==> src/rtl/ieee754_pkg.sv <==
// Shared IEEE754 single-precision field layout, classification and constants
// used by the float-to-fixed converter.
package ieee754_pkg;

  localparam int FP_BIAS   = 127;
  localparam int FP_EXP_W  = 8;
  localparam int FP_FRAC_W = 23;

  typedef struct packed {
    logic                 sign;
    logic [FP_EXP_W-1:0]  exp;
    logic [FP_FRAC_W-1:0] frac;
  } fp32_t;

  typedef enum logic [1:0] {
    ZERO,
    NORMAL,
    INF,
    NAN
  } fp_class_e;

  // Denormals are deliberately folded into ZERO (flush-to-zero).
  function automatic fp_class_e fp_classify(input fp32_t f);
    fp_class_e c;
    if (f.exp == '0) begin
      c = ZERO;
    end else if (f.exp == '1) begin
      if (f.frac != '0) c = NAN;
      else              c = INF;
    end else begin
      c = NORMAL;
    end
    return c;
  endfunction

endpackage

==> src/rtl/ieee754_to_fixed_barrel_shift.sv <==
// Bidirectional shift of the 24-bit significand into the magnitude domain.
// With IEEE754_TO_FIXED_ROUND_NEAREST_EN the bits lost on a right shift are
// summarised as guard/sticky for the rounding stage.
module fx_barrel_shift #(
  parameter int MAG_W = 33
) (
  input  logic               [23:0]      m,
  input  logic signed        [11:0]      sh,
  output logic               [MAG_W-1:0] mag
`ifdef IEEE754_TO_FIXED_ROUND_NEAREST_EN
  ,
  output logic                           guard,
  output logic                           sticky
`endif
);

  int                 lamt;
  int                 ramt;
  logic [MAG_W-1:0]   lmag;
  logic [23:0]        rmag;

  // Right-shift distance is clamped so a tiny value still leaves sticky set.
  always_comb begin
    lamt = 0;
    ramt = 0;
    if (sh >= 0) lamt = int'(sh);
    else         ramt = (-int'(sh) > 47) ? 47 : -int'(sh);
  end

  assign lmag = MAG_W'(m) << lamt;

`ifdef IEEE754_TO_FIXED_ROUND_NEAREST_EN
  logic [47:0] rwide;
  assign rwide  = {m, 24'd0} >> ramt;
  assign rmag   = rwide[47:24];
  assign guard  = (sh < 0) && rwide[23];
  assign sticky = (sh < 0) && (|rwide[22:0]);
`else
  assign rmag = m >> ramt;
`endif

  assign mag = (sh >= 0) ? lmag : MAG_W'(rmag);

endmodule

==> src/rtl/ieee754_to_fixed.sv <==
// IEEE754 single -> signed fixed point (F_BITS fraction), 3-stage pipeline with
// valid/ready stall, saturation and NaN flag. Optional: IEEE754_TO_FIXED_ROUND_NEAREST_EN.
module ieee754_to_fixed
  import ieee754_pkg::*;
#(
  parameter int W      = 32,
  parameter int F_BITS = 18
) (
  input  logic                clock,
  input  logic                resetn,
  input  logic                in_valid,
  output logic                in_ready,
  input  logic [31:0]         a,
  output logic                out_valid,
  input  logic                out_ready,
  output logic signed [W-1:0] y,
  output logic                ovf,
  output logic                nan
);

  localparam int                    MAG_W   = W + 1;
  localparam logic [MAG_W-1:0]      MAG_LIM = MAG_W'(1) << (W - 1);
  localparam logic signed [W-1:0]   Y_MAX   = {1'b0, {(W-1){1'b1}}};
  localparam logic signed [W-1:0]   Y_MIN   = {1'b1, {(W-1){1'b0}}};
  localparam logic signed [11:0]    EF_LIM  = 12'(W - 1);

  logic  stall;
  fp32_t fa;

  assign fa       = fp32_t'(a);
  assign stall    = out_valid && !out_ready;
  assign in_ready = !stall;

  function automatic logic mag_over(input logic sign, input logic [MAG_W-1:0] mag);
    return sign ? (mag > MAG_LIM) : (mag >= MAG_LIM);
  endfunction

`ifdef IEEE754_TO_FIXED_ROUND_NEAREST_EN
  function automatic logic [MAG_W-1:0] round_mag(input logic [MAG_W-1:0] mag,
                                                 input logic g, input logic s);
    return mag + MAG_W'(g && (s || mag[0]));
  endfunction
`endif

  function automatic void saturate(input  fp_class_e         cls,
                                   input  logic              sign,
                                   input  logic              big,
                                   input  logic [MAG_W-1:0]  mag,
                                   output logic [W-1:0]      yv,
                                   output logic              ov,
                                   output logic              nv);
    yv = '0;
    ov = 1'b0;
    nv = 1'b0;
    case (cls)
      NAN:  nv = 1'b1;
      INF: begin
        ov = 1'b1;
        yv = sign ? Y_MIN : Y_MAX;
      end
      NORMAL: begin
        if (big || mag_over(sign, mag)) begin
          ov = 1'b1;
          yv = sign ? Y_MIN : Y_MAX;
        end else begin
          yv = sign ? W'(-mag) : W'(mag);
        end
      end
      default: yv = '0;
    endcase
  endfunction

  // ---- S1: unpack / classify ----
  logic               vld_p0;
  fp_class_e          cls_p0;
  logic               sign_p0;
  logic [23:0]        m_p0;
  logic signed [9:0]  e_p0;

  always_ff @(posedge clock) begin
    if (!resetn)     vld_p0 <= 1'b0;
    else if (!stall) vld_p0 <= in_valid;
  end

  always_ff @(posedge clock) begin
    if (!stall) begin
      cls_p0  <= fp_classify(fa);
      sign_p0 <= fa.sign;
      m_p0    <= {1'b1, fa.frac};
      e_p0    <= $signed({2'b00, fa.exp}) - $signed(10'(FP_BIAS));
    end
  end

  // ---- S2: align ----
  logic signed [11:0] ef_s2;
  logic signed [11:0] sh_s2;
  logic               big_s2;
  logic [MAG_W-1:0]   mag_s2;

  assign ef_s2 = $signed({{2{e_p0[9]}}, e_p0}) + $signed(12'(F_BITS));
  assign sh_s2 = ef_s2 - 12'sd23;
  // Exactly -2^(W-1) is representable, so it is carved out of the overflow test.
  assign big_s2 = (cls_p0 == NORMAL) && (ef_s2 >= EF_LIM) &&
                  !((ef_s2 == EF_LIM) && sign_p0 && (m_p0[FP_FRAC_W-1:0] == '0));

  logic               vld_p1;
  fp_class_e          cls_p1;
  logic               sign_p1;
  logic               big_p1;
  logic [MAG_W-1:0]   mag_p1;

`ifdef IEEE754_TO_FIXED_ROUND_NEAREST_EN
  logic guard_s2, sticky_s2, guard_p1, sticky_p1;

  fx_barrel_shift #(.MAG_W(MAG_W)) u_shift (
    .m      (m_p0),
    .sh     (sh_s2),
    .mag    (mag_s2),
    .guard  (guard_s2),
    .sticky (sticky_s2)
  );

  always_ff @(posedge clock) begin
    if (!stall) begin
      guard_p1  <= guard_s2;
      sticky_p1 <= sticky_s2;
    end
  end
`else
  fx_barrel_shift #(.MAG_W(MAG_W)) u_shift (
    .m   (m_p0),
    .sh  (sh_s2),
    .mag (mag_s2)
  );
`endif

  always_ff @(posedge clock) begin
    if (!resetn)     vld_p1 <= 1'b0;
    else if (!stall) vld_p1 <= vld_p0;
  end

  always_ff @(posedge clock) begin
    if (!stall) begin
      cls_p1  <= cls_p0;
      sign_p1 <= sign_p0;
      big_p1  <= big_s2;
      mag_p1  <= mag_s2;
    end
  end

  // ---- S3: round / sign / saturate ----
  logic [MAG_W-1:0] mag_s3;
  logic [W-1:0]     y_s3;
  logic             ovf_s3;
  logic             nan_s3;

`ifdef IEEE754_TO_FIXED_ROUND_NEAREST_EN
  assign mag_s3 = round_mag(mag_p1, guard_p1, sticky_p1);
`else
  assign mag_s3 = mag_p1;
`endif

  always_comb begin
    y_s3   = '0;
    ovf_s3 = 1'b0;
    nan_s3 = 1'b0;
    saturate(cls_p1, sign_p1, big_p1, mag_s3, y_s3, ovf_s3, nan_s3);
  end

  always_ff @(posedge clock) begin
    if (!resetn) begin
      out_valid <= 1'b0;
      y         <= '0;
      ovf       <= 1'b0;
      nan       <= 1'b0;
    end else if (!stall) begin
      out_valid <= vld_p1;
      y         <= y_s3;
      ovf       <= ovf_s3;
      nan       <= nan_s3;
    end
  end

endmodule

==> config.mk <==
export PLATFORM = sky130hd
export DESIGN_NAME = ieee754_to_fixed
export DESIGN_NICKNAME = d
export VERILOG_FILES = /design/src/rtl/ieee754_pkg.sv /design/src/rtl/ieee754_to_fixed_barrel_shift.sv /design/src/rtl/ieee754_to_fixed.sv
export SDC_FILE = /design/constraint.sdc
export NUM_CORES = 1
export LEC_CHECK = 0
export ABC_AREA = 1
export BUFFER_PORTS_ARGS = -buffer_cell sky130_fd_sc_hd__buf_4
export CAP_MARGIN = 20
export CORE_ASPECT_RATIO = 1.4
export CORE_MARGIN = 2
export CORE_UTILIZATION = 52
export CTS_CLUSTER_DIAMETER = 150
export DETAILED_ROUTE_END_ITERATION = 12
export GPL_ROUTABILITY_DRIVEN = 0
export GPL_TIMING_DRIVEN = 0
export PLACE_DENSITY = 0.82
export SYNTH_ARGS = -nofsm -noshare
export SYNTH_HDL_FRONTEND = slang
export SYNTH_SLANG_ARGS = --single-unit
==> constraint.sdc <==
create_clock -name clock -period 7.55 [get_ports clock]
set_input_delay 0.3775 -clock clock [delete_from_list [all_inputs] [get_ports clock]]
set_output_delay 0.3775 -clock clock [all_outputs]
set_load 0.02 [all_outputs]
==> run summary, run 1 <==
================================================================================
WL final                                                                25400 um
# rows                                                                        56
Share of layout cells above drive strength 1                               10.2%
Met2 wire length                                                        12100 um
Overflow left after global routing                                             0
Slew at the pin closest to its max-slew limit                           0.795 ns
Post-route total power                                                   2470 uW
Antenna violations before repair                                               0
Largest net degree at the start of global routing                             40
Fraction of the mapped netlist area in simple logic gates                  40.9%
Worst Path Required                                                      7.67 ns
Setup violators final                                                          0
Number of buffers inserted during clock tree synthesis                         9
Ratio of routed vias to standard cells                                      5.82
Static leakage                                                        0.00467 uW
Top achievable clock speed                                             0.197 GHz
First-pass detailed-route iteration total                                      6
Clock slew at reported path FFs                                          0.07 ns
Setup repair after global routing missed its margin                           no
Combinational family with the most area after synthesis             simple AND/OR/NAND/NOR gates
Post-CTS Repair Setup Buffers                                                  0
Worst hold path depth                                                          1
Post-synth net total                                                        1423
Die span in y                                                             159 um
CTS tree                                                                   built
Wire length of the first global-routing pass                            41100 um
Post-layout min period                                                   5.07 ns
HPWL after detailed placement                                           19800 um
Post-synthesis sequential area ratio                                       32.5%
Iteration-0 DRC Markers                                                     1322
H-tree Lvls                                                                    3
Starting utilization of the core area                                      53.3%
Number of antenna repair diodes                                                0
Adder and majority cell fraction of the synthesized area                   2.52%
Worst min path class                                                primary input to flip-flop
All-layer global routing usage                                             28.0%
Area fraction in compound gates after synthesis                            12.2%
Async SR Flop Fraction                                                        0%
Post-CTS resize count                                                          0
Buffers added on ports                                                        71
Worst clock skew                                                      0.00664 ns
Fraction of synthesized cell area taken by the top area cell type          24.2%
Average cell area after synthesis                                      6.52 um^2
Antenna viol nets, final                                                       0
Sum Neg Setup Slack                                                         0 ns
IR drop worst, VDD                                                    0.000129 V
Area added between synthesis and finish                                    12.1%
Wirelength per Cell                                                      15.3 um
Critical path endpoint category                                        flip-flop
Bufs and invs on worst path                                                    5
Top FF cell, synth                                                      edfxtp_1
Post-synth design cell area                                            8920 um^2
Total power divided by cell area                                     247 nW/um^2
Share of the clock period used by the worst path after layout              67.1%
Cell family with most CP delay                                      simple AND/OR/NAND/NOR gates
Slew Limit Headroom                                                        46.4%
Category of the most critical setup path                            flip-flop to flip-flop
Count of hold-fix buffers inserted at cts                                      0
Insertion delay of the later-clocked pin in the worst-skew pair          0.37 ns
Final hold violation count                                                     0
CP peak stage delay                                                      0.44 ns
Area of all placed cells without fillers                              10000 um^2
Max-slew violations                                                            0
Count of clock tree sinks                                                    109
Cell occurring most often along the worst timing path                    nand2_1
Via total after detailed routing                                            9666
Synth Warn #                                                                   0
Met3 wire length                                                         1920 um
Post-route worst hold slack                                             0.182 ns
Count of filler cells inserted in the layout                                1577
Core area                                                             16700 um^2
Fraction of synthesized cell area in xor and xnor cells                    3.53%
Vias in the first global route                                              8884
Library cells used by synthesis                                               50
Post-synthesis sequential element count                                      109
Total of max-cap violations                                                    0
Cells after Synth                                                           1369
Critical path depth                                                           27
Wl on met1                                                               9420 um
Die X-Extent                                                              115 um
Dominant cell type by area after synthesis                              edfxtp_1
Data arrival time of the critical path                                   5.19 ns
Mux share of post-synthesis cell area                                     0.112%
Run status                                                          complete, no violations
Top routing layer in use                                                    met4
Sort of element at the start of the critical path                      flip-flop
Final layout net count                                                      1506
Highest fanout seen on the critical path                                      10
Largest cells by area after synthesis                               edfxtp_1, nand2_1, nand3_1
Top-level port count                                                          72
Depth of the most critical reg-to-reg path                                    27
Master of the slowest instance on the critical path                     edfxtp_1
Placed cell area                                                       9730 um^2
Number of enable flip-flop cells after synthesis                              72
# DRC                                                                          0
Floorplan die area                                                    18200 um^2
Max Buffers Root-to-Sink                                                       2
Buffer cell driving the clock tree root                                clkbuf_16
================================================================================
[per-stage QoR]
step           util (%)  setup WS [ns]  std cells
2_1_floorplan         -           3.56       1369
3_3_place_gp       58.0           2.72       1643
3_5_place_dp       58.1           2.64       1644
4_1_cts            59.7           2.59       1660
5_1_grt            59.7           1.93       1660
6_report           59.7           2.48       1660
[path summary, 6_finish.rpt]
check	to	startpoint	slack, ns
worst max-delay path	mag_p1[3]$_DFFE_PN_	e_p0[1]$_DFFE_PN_	2.48
worst min-delay path	sign_p0$_DFFE_PN_	a[31]	0.18
worst max register to register	mag_p1[3]$_DFFE_PN_	e_p0[1]$_DFFE_PN_	2.48
worst min register to register	vld_p1$_SDFFE_PN0N_	vld_p1$_SDFFE_PN0N_	0.46
[synthesized netlist by cell type (2+ instances only)]
library cell,count
nor4_1,13
clkbuf_1,46
buf_6,2
and2_0,2
nand3b_1,5
a31oi_1,4
buf_4,3
ha_1,18
nand2_4,4
dfxtp_1,37
inv_1,105
nand2_2,12
nor2_2,6
nand2_1,378
edfxtp_1,72
o31ai_1,3
or4_1,2
buf_2,7
and3_1,3
o21ai_0,85
xnor2_1,16
o211ai_1,6
a211oi_1,3
nor2_1,131
or2_2,2
nor2_4,2
nand4_1,16
nand3_1,221
a21oi_2,2
o21ai_1,13
clkinv_1,6
a21oi_1,72
buf_1,7
nand3_2,5
nor3_1,12
xor2_1,20
a211oi_2,2
inv_2,10
o22ai_1,5
[layer usage]
layer	global-route usage [%]	vias up
met1	31.7	4211
li1	-	4746
met2	48.7	532
met3	4.34	177
met4	16.9	0
met5	0	-
[cells in the final DEF, fill, tap and decap left out, drive strengths merged, types with 6 or more instances in the layout]
cell	count
o21ai	98
clkinv	8
o211ai	6
dfxtp	37
clkbuf	56
a21oi	75
xor2	20
nand4	16
nor4	13
nor3	13
xnor2	16
nand3	227
nor2	140
inv	119
buf	91
edfxtp	72
nand2	394
ha	18
[final cells by class]
| class | instances | area [um^2] | share of cell area, % |
|---|---|---|---|
| Inverter | 121 | 454 | 4.54 |
| Multi-Input combinational cell | 1074 | 5280 | 52.8 |
| Clock buffer | 10 | 229 | 2.29 |
| Tap cell | 203 | 254 | 2.54 |
| Sequential cell | 109 | 2900 | 29.0 |
| Timing Repair Buffer | 72 | 553 | 5.53 |
| Clock inverter | 6 | 45.0 | 0.450 |
| Buffer | 65 | 279 | 2.79 |
[registers in the layout (all words and copies together), names as in the netlist]
register and flops:
mag_p1 33, y 32, m_p0 23, e_p0 9, cls_p0 2, cls_p1 2
big_p1 1, nan 1, out_valid 1, ovf 1, sign_p0 1, sign_p1 1
vld_p0 1, vld_p1 1
[logic make-up after synthesis]
logic type | after synthesis
compound gates | 200
xor+xnor | 36
fa+ha+maj | 18
buf+inv | 186
flops | 109
mux | 1
simple gates | 819
[report_power, final]
part           total, uW  switching (uW)  internal, uW
Clock                454             226           228
Combinational       1230             820           408
Sequential           786            58.2           727
(Power assumes the default switching activity.)
==> inputs of run 2 (changes only) <==
--- a/config.mk
+++ b/config.mk
@@ -15,7 +15,7 @@
 export DETAILED_ROUTE_END_ITERATION = 12
 export GPL_ROUTABILITY_DRIVEN = 0
 export GPL_TIMING_DRIVEN = 0
-export PLACE_DENSITY = 0.82
+export PLACE_DENSITY = 0.85
 export SYNTH_ARGS = -nofsm -noshare
 export SYNTH_HDL_FRONTEND = slang
 export SYNTH_SLANG_ARGS = --single-unit
==> constraint.sdc (replaced) <==
create_clock -name clock -period 4.2 [get_ports clock]
set_input_delay 0.21 -clock clock [delete_from_list [all_inputs] [get_ports clock]]
set_output_delay 0.21 -clock clock [all_outputs]
set_load 0.02 [all_outputs]
==> run summary, run 2 (synthesis results as in run 1) <==
==============================================================================
Master of the slowest instance on the critical path                   edfxtp_1   unchanged
Clock slew at reported path FFs                                        0.08 ns   was 0.07 ns
Final hold violation count                                                   0   unchanged
Area taken by flip-flops and latches                                 2900 um^2   unchanged
Number of buffers inserted during clock tree synthesis                       9   unchanged
Insertion delay of the later-clocked pin in the worst-skew pair        0.37 ns   about the same
Iteration-0 DRC Markers                                                   1682   was 1322
Area added between synthesis and finish                                  28.7%   was 12.1%
Max-slew violations                                                          0   unchanged
Data arrival time of the critical path                                 4.70 ns   was 5.19 ns
Via total after detailed routing                                         10800   was 9666
Number of cells in the finished layout apart from fillers                 1711   was 1660
Slack of the critical path                                           -0.385 ns   was 2.48 ns
Leading cell types in the layout, fill and taps excluded          nand2_1, nand3_1, nor2_1   unchanged
Largest net degree at the start of global routing                           42   was 40
All-layer global routing usage                                           29.5%   was 28.0%
Sum Neg Setup Slack                                                   -5.68 ns   was 0 ns
Top achievable clock speed                                           0.218 GHz   was 0.197 GHz
Floorplan die area                                                  18200 um^2   unchanged
Share of the clock period used by the worst path after layout             109%   was 67.1%
Cell occurring most often along the worst timing path                  nand2_1   unchanged
Die X-Extent                                                            115 um   unchanged
Slew at the pin closest to its max-slew limit                         0.804 ns   was 0.795 ns
HPWL after detailed placement                                         20100 um   was 19800 um
Top-level port count                                                        72   unchanged
Post-layout min period                                                 4.59 ns   was 5.07 ns
H-tree Lvls                                                                  3   unchanged
Static leakage                                                      0.00524 uW   was 0.00467 uW
Footprint of the multi-input gates                                   6240 um^2   was 5280 um^2
Count of filler cells inserted in the layout                              1317   was 1577
Core area                                                           16700 um^2   unchanged
Run status                                                        complete, but fails checks   was complete, no violations
Max Buffers Root-to-Sink                                                     2   unchanged
Most common library cell in the layout ignoring fill and taps          nand2_1   unchanged
Die span in y                                                           159 um   unchanged
Worst Path Required                                                    4.31 ns   was 7.67 ns
Starting utilization of the core area                                    53.3%   unchanged
Buffer cell driving the clock tree root                              clkbuf_16   unchanged
Setup repair after global routing missed its margin                        yes   was no
Register with the highest flop count                                    mag_p1   unchanged
Number of placed instances, taps included                                 1644   unchanged
Count of hold-fix buffers inserted at cts                                    0   unchanged
Critical path endpoint category                                      flip-flop   unchanged
Violated checks                                                   negative setup slack
Count of clock tree sinks                                                  109   unchanged
Post-route worst hold slack                                          0.0133 ns   was 0.182 ns
Cell family with most CP delay                                    simple AND/OR/NAND/NOR gates   unchanged
CTS tree                                                                 built   unchanged
Buffers added on ports                                                      71   unchanged
Wirelength per Cell                                                    18.7 um   was 15.3 um
Total power divided by cell area                                   434 nW/um^2   was 247 nW/um^2
IR drop worst, VDD                                                  0.000205 V   was 0.000129 V
Overflow left after global routing                                           0   unchanged
Placed cell area                                                     9730 um^2   unchanged
Wire length of the first global-routing pass                          43100 um   was 41100 um
Slew Limit Headroom                                                      46.3%   was 46.4%
Number of antenna repair diodes                                              0   unchanged
Antenna viol nets, final                                                     0   unchanged
Highest fanout seen on the critical path                                     5   was 10
Share of layout cells above drive strength 1                             23.8%   was 10.2%
Category of the most critical setup path                          flip-flop to flip-flop   unchanged
Area of all placed cells without fillers                            11500 um^2   was 10000 um^2
Sort of element at the start of the critical path                    flip-flop   unchanged
Setup violators final                                                       25   was 0
Ratio of routed vias to standard cells                                    6.33   was 5.82
Worst clock skew                                                     0.0125 ns   was 0.00664 ns
Registers with the highest flip-flop counts                       mag_p1 (33), y (32), m_p0 (23)   unchanged
Final layout net count                                                    1557   was 1506
Worst min path class                                              primary input to flip-flop   unchanged
Largest register FFs                                                        33   unchanged
# rows                                                                      56   unchanged
Antenna violations before repair                                             0   unchanged
# DRC                                                                        0   unchanged
Vias in the first global route                                            9001   was 8884
First-pass detailed-route iteration total                                   10   was 6
CP peak stage delay                                                    0.43 ns   was 0.44 ns
Bufs and invs on worst path                                                  4   was 5
WL final                                                              31900 um   was 25400 um
Total of max-cap violations                                                  0   unchanged
==============================================================================
[run 2: cell types whose count changed in the layout (fill, tap and decap cells not counted), moves of 11 or more]
cell and delta:
nand2_4 +23, buf_6 +11, nand3_1 -66, nand2_2 +26, buf_4 +34, nand3_2 +59, nand2_1 -54
[run 2: area by class of cell]
cell class	count	share of cell area (%)
Clock inverter	5	0.305
Clock buffer	11	2.03
Sequential cell	109	25.3
Inverter	121	4.11
Multi-Input combinational cell	1077	54.3
Tap cell	203	2.21
Timing Repair Buffer	121	8.80
Buffer	64	2.93
[run 2: through the flow]
step / power (uW) / util (%) / setup slack [ns]
2_1_floorplan: 2990 / - / 0.211
3_3_place_gp: 3510 / 58.0 / -0.650
3_5_place_dp: 3550 / 58.1 / -0.719
4_1_cts: 4420 / 61.1 / 0.000338
5_1_grt: 5250 / 68.6 / -0.595
6_report: 4990 / 68.6 / -0.385
[run 2: per-layer routing]
metal	up-vias	wire, um	track usage [%]
met5	-	0	0
met4	0	3150	19.5
met3	311	3580	4.57
met2	874	14800	50.2
met1	4777	10400	33.6
li1	4870	-	-
[run 2: what timing repair did]
action	in CTS	in global routing
gates resized for setup	34	233
gates cloned	1	6
setup endpoints to repair	33	33
setup buffers	15	30
pin swaps	10	55
[run 2: final timing paths]
check        slack, ns                 from  cells after the start                   to
max              -0.39    e_p0[1]$_DFFE_PN_                     31  mag_p1[3]$_DFFE_PN_
min               0.01                a[31]                      1    sign_p0$_DFFE_PN_
max reg2reg      -0.39    e_p0[1]$_DFFE_PN_                     31  mag_p1[3]$_DFFE_PN_
min reg2reg       0.45  vld_p1$_SDFFE_PN0N_                      2  vld_p1$_SDFFE_PN0N_
[run 2: power breakdown]
| part | total (uW) | internal (uW) | switching [uW] |
|---|---|---|---|
| Sequential | 1420 | 1310 | 108 |
| Combinational | 2760 | 953 | 1800 |
| Clock | 817 | 406 | 410 |
==> inputs of run 3 (changes only) <==
--- a/config.mk
+++ b/config.mk
@@ -10,12 +10,13 @@
 export CAP_MARGIN = 20
 export CORE_ASPECT_RATIO = 1.4
 export CORE_MARGIN = 2
-export CORE_UTILIZATION = 52
+export CORE_UTILIZATION = 26
 export CTS_CLUSTER_DIAMETER = 150
 export DETAILED_ROUTE_END_ITERATION = 12
 export GPL_ROUTABILITY_DRIVEN = 0
 export GPL_TIMING_DRIVEN = 0
-export PLACE_DENSITY = 0.85
+export MAX_ROUTING_LAYER = met4
+export PLACE_DENSITY = 0.54
 export SYNTH_ARGS = -nofsm -noshare
 export SYNTH_HDL_FRONTEND = slang
 export SYNTH_SLANG_ARGS = --single-unit
==> run summary, run 3 (synthesis results as in run 1) <==
==============================================================================
Wirelength per Cell                                                    15.6 um   was 18.7 um
Share of the clock period used by the worst path after layout             101%   was 109%
All-layer global routing usage                                           17.0%   was 29.5%
H-tree Lvls                                                                  3   unchanged
Count of clock tree sinks                                                  109   unchanged
Pre-CTS setup slack                                                  -0.901 ns   was -0.719 ns
Post-route worst hold slack                                          0.0187 ns   was 0.0133 ns
Die span in y                                                           223 um   was 159 um
Worst min path class                                              primary input to flip-flop   unchanged
# rows                                                                      80   was 56
Cell family with most CP delay                                    simple AND/OR/NAND/NOR gates   unchanged
Leading cell types in the layout, fill and taps excluded          nand2_1, nand3_1, nor2_1   unchanged
# DRC                                                                        0   unchanged
HPWL after detailed placement                                         23500 um   was 20100 um
Floorplan die area                                                  35800 um^2   was 18200 um^2
Vias in the first global route                                            9417   was 9001
Slew at the pin closest to its max-slew limit                         0.905 ns   was 0.804 ns
Final core utilization                                                   33.3%   was 68.6%
Buffer cell driving the clock tree root                              clkbuf_16   unchanged
Top-level port count                                                        72   unchanged
Setup repair after global routing missed its margin                        yes   unchanged
Cell occurring most often along the worst timing path                  nand2_1   unchanged
Master of the slowest instance on the critical path                   edfxtp_1   unchanged
Static leakage                                                      0.00505 uW   was 0.00524 uW
Worst Path Required                                                    4.44 ns   was 4.31 ns
Via total after detailed routing                                          9604   was 10800
CP peak stage delay                                                    0.46 ns   was 0.43 ns
WL final                                                              30400 um   was 31900 um
Post-layout min period                                                 4.23 ns   was 4.59 ns
Largest register FFs                                                        33   unchanged
Slew Limit Headroom                                                      39.7%   was 46.3%
IR drop worst, VDD                                                  0.000175 V   was 0.000205 V
Data arrival time of the critical path                                 4.47 ns   was 4.70 ns
Insertion delay of the later-clocked pin in the worst-skew pair        0.37 ns   about the same
CTS tree                                                                 built   unchanged
Critical path endpoint category                                      flip-flop   unchanged
Buffers added on ports                                                      71   unchanged
Highest fanout seen on the critical path                                    10   was 5
Iteration-0 DRC Markers                                                    655   was 1682
First-pass detailed-route iteration total                                    7   was 10
Sort of element at the start of the critical path                    flip-flop   unchanged
Clock slew at reported path FFs                                        0.08 ns   about the same
Registers with the highest flip-flop counts                       mag_p1 (33), y (32), m_p0 (23)   unchanged
Slack of the critical path                                          -0.0312 ns   was -0.385 ns
Category of the most critical setup path                          flip-flop to flip-flop   unchanged
Violated checks                                                   negative setup slack   unchanged
Wire length of the first global-routing pass                          47400 um   was 43100 um
Number of buffers inserted during clock tree synthesis                       9   unchanged
Total power divided by cell area                                   427 nW/um^2   was 434 nW/um^2
Core area                                                           33900 um^2   was 16700 um^2
Setup violators final                                                        4   was 25
Final layout net count                                                    1548   was 1557
Most common library cell in the layout ignoring fill and taps          nand2_1   unchanged
Antenna violations before repair                                             0   unchanged
Share of layout cells above drive strength 1                             19.7%   was 23.8%
Worst clock skew                                                     0.0184 ns   was 0.0125 ns
Area added between synthesis and finish                                  26.7%   was 28.7%
Number of antenna repair diodes                                              0   unchanged
Die X-Extent                                                            161 um   was 115 um
Run status                                                        complete, but fails checks   unchanged
Max Buffers Root-to-Sink                                                     2   unchanged
Bufs and invs on worst path                                                  3   was 4
Total of max-cap violations                                                  0   unchanged
Largest net degree at the start of global routing                           77   was 42
Final hold violation count                                                   0   unchanged
Register with the highest flop count                                    mag_p1   unchanged
Ratio of routed vias to standard cells                                    4.93   was 6.33
Overflow left after global routing                                           0   unchanged
Antenna viol nets, final                                                     0   unchanged
Count of hold-fix buffers inserted at cts                                    0   unchanged
Starting utilization of the core area                                    26.3%   was 53.3%
Top achievable clock speed                                           0.236 GHz   was 0.218 GHz
Max-slew violations                                                          0   unchanged
==============================================================================
==> run 3: final timing paths <==
| path | from | to | slack [ns] | cells after the start |
|---|---|---|---|---|
| max reg2reg | e_p0[0]$_DFFE_PN_ | mag_p1[0]$_DFFE_PN_ | -0.03 | 27 |
| min | a[31] | sign_p0$_DFFE_PN_ | 0.02 | 1 |
| min reg2reg | vld_p1$_SDFFE_PN0N_ | vld_p1$_SDFFE_PN0N_ | 0.45 | 2 |
| max | e_p0[0]$_DFFE_PN_ | mag_p1[0]$_DFFE_PN_ | -0.03 | 27 |
==> run 3: per-stage QoR <==
| step | instances | total power (uW) | TNS, ns | area (um^2) |
|---|---|---|---|---|
| final | 1950 | 4830 | -0.0909 | 11300 |
| after floorplan | 1369 | 2990 | 0 | 8920 |
| after detailed placement | 1891 | 3610 | -23.24 | 10000 |
| after global routing | 1950 | 5160 | -3.63 | 11300 |
| after global placement | 1891 | 3600 | -20.76 | 10000 |
| after CTS | 1938 | 4670 | 0 | 10800 |
==> run 3: what timing repair did <==
action	in CTS	in global routing
setup endpoints to repair	33	33
pin swaps	14	32
resized for setup	68	112
gates cloned	1	0
setup buffers	31	12
==> run 3: where the power goes <==
part,total [uW],internal [uW],switching [uW]
sequential,1420,1310,107
combinational,2470,870,1600
clock,937,523,414
==> run 3: cell type report <==
cell class	instances	area, um^2
flip-flops and latches	109	2900
multi-input cells	1074	5850
repair buffers	115	886
fillers	3676	22600
clock buffers	10	229
inverters	121	468
well taps	451	564
plain buffers	64	314
clock inverters	6	86.3
==> run 3: layer usage <==
layer	track usage (%)	vias up	wire length, um
li1	-	4825	-
met1	17.5	4369	11700
met2	31.0	315	15800
met3	2.21	95	1240
met4	9.59	0	1580
met5	-	-	0
